**src/rtl/rf_wb_arbiter_pkg.sv**
```systemverilog
// Shared types and constants for the register-file writeback arbiter.
package rf_wb_arbiter_pkg;

  typedef enum logic {
    ST_IDLE,
    ST_WRITE
  } state_t;

  typedef enum logic {
    REQ_ALU,
    REQ_MEM
  } req_id_t;

  localparam logic [5:0] OP_WRITE = 6'd0;
  localparam logic [5:0] OP_UPPER = 6'd10;

endpackage

```
**src/rtl/rf_wb_arbiter_if.sv**
```systemverilog
// Writeback bus: ALU and load requesters plus the register-file write port.
// The slave modport is the arbiter's view; master is the surrounding pipeline.
interface rf_wb_arbiter_if #(
  parameter int DATA_W = 32,
  parameter int ADDR_W = 5
);
  logic              a_valid;
  logic              a_ready;
  logic [ADDR_W-1:0] a_rz;
  logic [DATA_W-1:0] a_data;
  logic              a_upper;
  logic              m_valid;
  logic              m_ready;
  logic [ADDR_W-1:0] m_rz;
  logic [DATA_W-1:0] m_data;
  logic              m_upper;
  logic              rf_wrt;
  logic [ADDR_W-1:0] rf_rz;
  logic [DATA_W-1:0] rf_data;
  logic [5:0]        rf_opcode;
  logic              rf_done;

  modport master (
    output a_valid, a_rz, a_data, a_upper,
    output m_valid, m_rz, m_data, m_upper,
    output rf_done,
    input  a_ready, m_ready,
    input  rf_wrt, rf_rz, rf_data, rf_opcode
  );

  modport slave (
    input  a_valid, a_rz, a_data, a_upper,
    input  m_valid, m_rz, m_data, m_upper,
    input  rf_done,
    output a_ready, m_ready,
    output rf_wrt, rf_rz, rf_data, rf_opcode
  );
endinterface

```
**src/rtl/rf_wb_arbiter_rr_arb.sv**
```systemverilog
// rf_rr_arb: two-requester round-robin arbiter. On contention the requester
// that did not win last time is granted; a lone requester always wins.
module rf_rr_arb
  import rf_wb_arbiter_pkg::*;
(
  input  logic clk,
  input  logic rst,
  input  logic en,
  input  logic req_a,
  input  logic req_m,
  output logic gnt_a,
  output logic gnt_m
);

  req_id_t last;

  // Grant decision, only while enabled
  always_comb begin
    gnt_a = 1'b0;
    gnt_m = 1'b0;
    if (en) begin
      if (req_a && req_m) begin
        if (last == REQ_MEM) gnt_a = 1'b1;
        else                 gnt_m = 1'b1;
      end else if (req_a) begin
        gnt_a = 1'b1;
      end else if (req_m) begin
        gnt_m = 1'b1;
      end
    end
  end

  // Remember the last winner; reset favours the ALU on first contention
  always_ff @(posedge clk) begin
    if (rst)        last <= REQ_MEM;
    else if (gnt_a) last <= REQ_ALU;
    else if (gnt_m) last <= REQ_MEM;
  end

endmodule

```
**src/rtl/rf_wb_arbiter.sv**
```systemverilog
// rf_wb_arbiter: arbitrates ALU and load writebacks onto one register-file
// write port, flags read-after-write hazards, and times out stuck writes.
// Optional macro RF_WB_BYPASS_EN forwards held non-upper write data to
// matching read ports instead of raising hazard.
module rf_wb_arbiter
  import rf_wb_arbiter_pkg::*;
#(
  parameter int DATA_W      = 32,
  parameter int ADDR_W      = 5,
  parameter int TIMEOUT_CYC = 15
) (
  input  logic              clk,
  input  logic              rst,
  rf_wb_arbiter_if.slave    bus,
  input  logic [ADDR_W-1:0] rd_rx,
  input  logic [ADDR_W-1:0] rd_ry,
  output logic              hazard,
  output logic              fwd_x,
  output logic              fwd_y,
  output logic [DATA_W-1:0] fwd_data,
  output logic              busy,
  output logic              err
);

  localparam int CNT_W = $clog2(TIMEOUT_CYC + 1);

  state_t            state, state_nxt;
  logic [CNT_W-1:0]  cnt;
  logic              timeout;
  logic              gnt_a, gnt_m, take;
  logic [ADDR_W-1:0] cap_rz, hold_rz;
  logic [DATA_W-1:0] hold_data;
  logic              hold_upper;
  logic              match_x, match_y;

  // Reset overrides requests, so no grant is offered while rst is high
  rf_rr_arb u_arb (
    .clk   (clk),
    .rst   (rst),
    .en    ((state == ST_IDLE) && !rst),
    .req_a (bus.a_valid),
    .req_m (bus.m_valid),
    .gnt_a (gnt_a),
    .gnt_m (gnt_m)
  );

  assign take   = gnt_a | gnt_m;
  assign cap_rz = gnt_a ? bus.a_rz : bus.m_rz;

  // Control state: FSM, timeout counter and registered error pulse
  always_ff @(posedge clk) begin
    if (rst) begin
      state <= ST_IDLE;
      cnt   <= '0;
      err   <= 1'b0;
    end else begin
      state <= state_nxt;
      err   <= timeout;
      cnt   <= ((state == ST_WRITE) && (state_nxt == ST_WRITE)) ? cnt + CNT_W'(1) : '0;
    end
  end

  // Holding registers for the granted transfer
  always_ff @(posedge clk) begin
    if (take) begin
      hold_rz    <= cap_rz;
      hold_data  <= gnt_a ? bus.a_data  : bus.m_data;
      hold_upper <= gnt_a ? bus.a_upper : bus.m_upper;
    end
  end

  // Next state and write-port outputs; register 0 writes are swallowed in IDLE
  always_comb begin
    state_nxt     = state;
    timeout       = 1'b0;
    bus.a_ready   = gnt_a;
    bus.m_ready   = gnt_m;
    bus.rf_wrt    = 1'b0;
    bus.rf_rz     = '0;
    bus.rf_data   = '0;
    bus.rf_opcode = OP_WRITE;
    busy          = 1'b0;
    case (state)
      ST_IDLE: begin
        if (take && (cap_rz != '0)) state_nxt = ST_WRITE;
      end
      ST_WRITE: begin
        bus.rf_wrt    = 1'b1;
        bus.rf_rz     = hold_rz;
        bus.rf_data   = hold_data;
        bus.rf_opcode = hold_upper ? OP_UPPER : OP_WRITE;
        busy          = 1'b1;
        if (bus.rf_done) begin
          state_nxt = ST_IDLE;
        end else if (cnt == CNT_W'(TIMEOUT_CYC - 1)) begin
          state_nxt = ST_IDLE;
          timeout   = 1'b1;
        end
      end
      default: state_nxt = ST_IDLE;
    endcase
  end

  assign match_x = (state == ST_WRITE) && (hold_rz != '0) && (hold_rz == rd_rx);
  assign match_y = (state == ST_WRITE) && (hold_rz != '0) && (hold_rz == rd_ry);

  // Hazard and bypass; upper-half writes never forward
  always_comb begin
    fwd_x    = 1'b0;
    fwd_y    = 1'b0;
    fwd_data = '0;
    hazard   = 1'b0;
`ifdef RF_WB_BYPASS_EN
    fwd_x    = match_x && !hold_upper;
    fwd_y    = match_y && !hold_upper;
    fwd_data = (fwd_x || fwd_y) ? hold_data : '0;
    hazard   = (match_x && !fwd_x) || (match_y && !fwd_y);
`else
    hazard   = match_x || match_y;
`endif
  end

endmodule

```
**src/flat_wrapper.sv**
```systemverilog
// flat-port wrapper written by rule: the top's interface ports become plain ports
module rf_wb_arbiter_flat import rf_wb_arbiter_pkg::*;
#(
  parameter int DATA_W      = 32,
  parameter int ADDR_W      = 5,
  parameter int TIMEOUT_CYC = 15
)
  (clk, rst, rd_rx, rd_ry, hazard, fwd_x, fwd_y, fwd_data, busy, err, bus_a_valid, bus_a_rz, bus_a_data, bus_a_upper, bus_m_valid, bus_m_rz, bus_m_data, bus_m_upper, bus_rf_done, bus_a_ready, bus_m_ready, bus_rf_wrt, bus_rf_rz, bus_rf_data, bus_rf_opcode);
  rf_wb_arbiter_if #(.DATA_W(DATA_W), .ADDR_W(ADDR_W)) bus_i ();
  input  logic clk;
  input  logic rst;
  input  logic [ADDR_W-1:0] rd_rx;
  input  logic [ADDR_W-1:0] rd_ry;
  output logic hazard;
  output logic fwd_x;
  output logic fwd_y;
  output logic [DATA_W-1:0] fwd_data;
  output logic busy;
  output logic err;
  input wire logic [$bits(bus_i.a_valid)-1:0] bus_a_valid;
  input wire logic [$bits(bus_i.a_rz)-1:0] bus_a_rz;
  input wire logic [$bits(bus_i.a_data)-1:0] bus_a_data;
  input wire logic [$bits(bus_i.a_upper)-1:0] bus_a_upper;
  input wire logic [$bits(bus_i.m_valid)-1:0] bus_m_valid;
  input wire logic [$bits(bus_i.m_rz)-1:0] bus_m_rz;
  input wire logic [$bits(bus_i.m_data)-1:0] bus_m_data;
  input wire logic [$bits(bus_i.m_upper)-1:0] bus_m_upper;
  input wire logic [$bits(bus_i.rf_done)-1:0] bus_rf_done;
  output wire logic [$bits(bus_i.a_ready)-1:0] bus_a_ready;
  output wire logic [$bits(bus_i.m_ready)-1:0] bus_m_ready;
  output wire logic [$bits(bus_i.rf_wrt)-1:0] bus_rf_wrt;
  output wire logic [$bits(bus_i.rf_rz)-1:0] bus_rf_rz;
  output wire logic [$bits(bus_i.rf_data)-1:0] bus_rf_data;
  output wire logic [$bits(bus_i.rf_opcode)-1:0] bus_rf_opcode;
  assign bus_i.a_valid = bus_a_valid;
  assign bus_i.a_rz = bus_a_rz;
  assign bus_i.a_data = bus_a_data;
  assign bus_i.a_upper = bus_a_upper;
  assign bus_i.m_valid = bus_m_valid;
  assign bus_i.m_rz = bus_m_rz;
  assign bus_i.m_data = bus_m_data;
  assign bus_i.m_upper = bus_m_upper;
  assign bus_i.rf_done = bus_rf_done;
  assign bus_a_ready = bus_i.a_ready;
  assign bus_m_ready = bus_i.m_ready;
  assign bus_rf_wrt = bus_i.rf_wrt;
  assign bus_rf_rz = bus_i.rf_rz;
  assign bus_rf_data = bus_i.rf_data;
  assign bus_rf_opcode = bus_i.rf_opcode;
  rf_wb_arbiter #(.DATA_W(DATA_W), .ADDR_W(ADDR_W), .TIMEOUT_CYC(TIMEOUT_CYC)) u_core (.clk(clk), .rst(rst), .bus(bus_i), .rd_rx(rd_rx), .rd_ry(rd_ry), .hazard(hazard), .fwd_x(fwd_x), .fwd_y(fwd_y), .fwd_data(fwd_data), .busy(busy), .err(err));
endmodule
```
**config.mk**
```make
export PLATFORM = sky130hd
export DESIGN_NAME = rf_wb_arbiter_flat
export DESIGN_NICKNAME = d
export VERILOG_FILES = /design/src/rtl/rf_wb_arbiter_pkg.sv /design/src/rtl/rf_wb_arbiter_if.sv /design/src/rtl/rf_wb_arbiter_rr_arb.sv /design/src/rtl/rf_wb_arbiter.sv /design/src/flat_wrapper.sv
export SDC_FILE = /design/constraint.sdc
export NUM_CORES = 1
export LEC_CHECK = 0
export BUFFER_PORTS_ARGS = -buffer_cell sky130_fd_sc_hd__buf_2
export CAP_MARGIN = 40
export CELL_PAD_IN_SITES_DETAIL_PLACEMENT = 0
export CELL_PAD_IN_SITES_GLOBAL_PLACEMENT = 1
export CORE_ASPECT_RATIO = 1.75
export CORE_MARGIN = 8
export CORE_UTILIZATION = 30
export CTS_CLUSTER_DIAMETER = 40
export DETAILED_ROUTE_END_ITERATION = 12
export PLACE_DENSITY_LB_ADDON = 0.1
export RECOVER_POWER = 50
export SLEW_MARGIN = 5
export SYNTH_ARGS = -nofsm -noshare
export SYNTH_HDL_FRONTEND = slang
export SYNTH_HIERARCHICAL = 1
export SYNTH_SLANG_ARGS = --single-unit
export TNS_END_PERCENT = 30
```
**constraint.sdc**
```tcl
create_clock -name clk -period 2.45 [get_ports clk]
set_input_delay 0.49 -clock clk [delete_from_list [all_inputs] [get_ports clk]]
set_output_delay 0.49 -clock clk [all_outputs]
set_load 0.01 [all_outputs]
```
==> flow_summary_export.csv <==
group,metric,value,unit
route,dr.pass1.iters,4,
clocking,cts-buffers-inserted,5,
global_routing,grt_util_all_layers,0.1183,
setup_path,start_kind,"flip-flop",
pwr,p_leak,1.570,nW
pwr,ir_drop,0.4279,mV
clocking,post_cts_buffers,0,
synth,synth.distinct_cells,26,
synth,ys_warn_count,6,
synth,yosysTopAreaCell,"edfxtp_1",
clocking,htreeDepth,2,
route,drc_errors,0,
timing,fin_crit,2.087,ns
global_routing,antenna_found_initial,0,
global_routing,gr-total-overflow,0,
route,drt_wl_total,7.169,mm
setup_path,reg2reg_depth,5,
global_routing,grt_pass1_vias,2148,
floorplan,dieArea,0.01200,mm²
global_routing,grt_max_degree,44,
floorplan,die_h,139.0,µm
place,place.gp.congestion,0.7226,
floorplan,initial_core_util,0.3032,
min_path,hp-start,"rst",
min_path,whs_endpoint,"u_core/u_arb/last",
cells_and_area,syn2layout_area_growth,30.28,%
floorplan,core_area,0.008558,mm²
place,portBuffers,135,
cells_and_area,antenna_cells,0,
clocking,clk_pin_slew,0.06,ns
route,via_count,1911,
route,via_per_inst,4.049,
cells_and_area,fin_nets,447,
timing,max_freq,479.2,MHz
synth,ys_ff_latch,45,
status,run_status,"complete, no violations",
floorplan,placementRows,45,
setup_path,end_kind,"primary output",
setup_path,worstPathMaxFanout,4,
floorplan,die_w,86.31,µm
place,hpwl,5.872,mm
clocking,clk_latency,0.28,ns
setup_path,rrSetupSlack,0.43,ns
route,ant_nets,0,
setup_path,crit_required,1.96,ns
route,drt_iter0_markers,49,
min_path,hp-class,"in -> reg",
timing,hold_viol,0,
setup_path,worstSetupPathType,"reg -> out",
synth,synth_top_area_share,0.4397,
clocking,clock_sinks,45,
timing,setup_viol,0,
cells_and_area,drive_gt1_frac,0.5042,
synth,synthTopCellsByArea,"edfxtp_1 44%, mux2_2 16%, buf_4 12%, and2_1 8.9%, dfxtp_1 5.4%",
pwr,power_density,581.5,mW/mm²
route,post_drt_wl_per_cell,15.19,µm
synth,synth-seq-area-share,0.4937,
clocking,root_buffer,"clkbuf_16",
setup_path,cp.arrival,1.60,ns
synth,syn_inst,219,
clocking,tritoncts,"done",
pwr,power,1.966,mW
synth,syn_area,0.002595,mm²
synth,synth_area_per_cell,11.85,µm²
setup_path,timing.rr.end,"u_core/hold_data[1]",
clocking,cts_hold_buf,0,
timing,fin_crit_sh,0.8517,
timing,slew_viol_final,0,
clocking,ctsLongestPathBuffers,2,
global_routing,grt_pass1_wl,10.82,mm
min_path,hold_depth,2,
timing,fin_setup_tns,0,ns
setup_path,r2r-start,"u_core/state",
timing,skew,0.003978,ns
clocking,post_cts_resized,0,
timing,rsz0062_at_grt,"false",
floorplan,io_pins,174,
job,cap_violations,0,
## cell usage after synthesis
cell type,instances
clkbuf_1,4
nand2_1,4
nor2_1,9
and2_1,37
edfxtp_1,38
a21oi_1,3
buf_2,4
dfxtp_1,7
or4_1,1
buf_4,40
nand3_1,5
or2_2,1
a22oi_1,1
xnor2_1,5
ha_1,2
nor4_1,1
o21ai_1,2
conb_1,1
and3b_1,1
buf_6,1
xor2_1,7
a211o_1,1
inv_1,2
and2_2,1
nor3_1,3
mux2_2,38
## stage by stage
| stage | instances | instance area, µm² | hold WS (ns) | utilization | setup WS, ns |
|---|---|---|---|---|---|
| 5_1_grt | 472 | 3381 | 0.4304 | 0.3950 | 0.2002 |
| 6_report | 472 | 3381 | 0.4213 | 0.3950 | 0.3634 |
| 3_3_place_gp | 464 | 3283 | 0.4418 | 0.3836 | 0.4041 |
| 3_5_place_dp | 464 | 3283 | 0.4628 | 0.3836 | 0.3457 |
| 4_1_cts | 472 | 3431 | 0.4134 | 0.4009 | 0.3237 |
| 2_1_floorplan | 256 | 2734 | 0.4297 | - | 0.2187 |
## area by class of cell
cell class,instances,area (µm²)
Timing Repair Buffer,140,699.4
Fill cell,933,5177
Multi-Input combinational cell,160,1099
Inverter,2,7.507
Tap cell,117,146.4
Clock inverter,2,8.758
Clock buffer,6,138.9
Sequential cell,45,1281
## how the worst max path moves through the flow
| stage | from | end | slack [ns] | depth (start not counted) |
|---|---|---|---|---|
| 2_1_floorplan | rst | u_core/hold_data[0] | 0.22 | 6 |
| 3_3_place_gp | rst | u_core/hold_data[27] | 0.40 | 6 |
| 3_5_place_dp | rst | u_core/hold_data[26] | 0.35 | 6 |
| 4_1_cts | u_core/hold_rz[2] | hazard | 0.32 | 5 |
| 5_1_grt | u_core/hold_rz[2] | hazard | 0.20 | 5 |
| 6_report | u_core/hold_rz[2] | hazard | 0.36 | 4 |
## cells by family after synthesis
| group | synth area share |
|---|---|
| mux | 0.1649 |
| xor+xnor | 0.04050 |
| simple gates | 0.1374 |
| other cells | 0.001445 |
| compound gates | 0.01591 |
| fa+ha+maj | 0.009642 |
| buf+inv | 0.1365 |
| flops | 0.4937 |
## per-layer routing
layer,routed length (µm),vias up,GRT usage
li1,-,939,-
met1,2155,879,0.09868
met2,4247,85,0.2373
met3,632,8,0.03976
met4,133,0,0.04658
met5,0,-,0
## placed cells by master, fill, tap and decap left out
| cell | instances |
|---|---|
| a211o_1 | 1 |
| a21oi_1 | 3 |
| a22oi_1 | 1 |
| and2_1 | 37 |
| and2_2 | 1 |
| and3b_1 | 1 |
| buf_2 | 128 |
| buf_4 | 3 |
| clkbuf_1 | 7 |
| clkbuf_16 | 5 |
| clkbuf_2 | 2 |
| clkbuf_8 | 1 |
| clkinv_1 | 1 |
| clkinv_2 | 1 |
| conb_1 | 38 |
| dfxtp_1 | 7 |
| edfxtp_1 | 38 |
| ha_1 | 2 |
| inv_1 | 2 |
| mux2_1 | 1 |
| mux2_2 | 37 |
| nand2_1 | 4 |
| nand3_1 | 5 |
| nor2_1 | 9 |
| nor3_1 | 3 |
| nor4_1 | 1 |
| o21ai_1 | 2 |
| or2_2 | 1 |
| or4_1 | 1 |
| xnor2_1 | 5 |
| xor2_1 | 7 |
## worst max-delay path, cell delays in order, from the launching register on
cell and delay, ns:
edfxtp_1 0.45, or4_1 0.54, o21ai_1 0.13, a21oi_1 0.06, buf_2 0.14
## state kept, by name, summed over array words and instances (netlist names)
name / flops
u_core/hold_upper: 1
u_core/hold_rz: 5
u_core/cnt: 4
u_core/u_arb/last: 1
u_core/err: 1
u_core/state: 1
u_core/hold_data: 32
## power by group
group	total (mW)	switching [mW]	internal, mW	leakage, nW
Combinational	0.371	0.196	0.174	1.08
Sequential	0.928	0.0191	0.909	0.416
Clock	0.668	0.267	0.400	0.0743
Total	1.97	0.483	1.48	1.57
No activity file was read; power rests on OpenSTA's default activity.
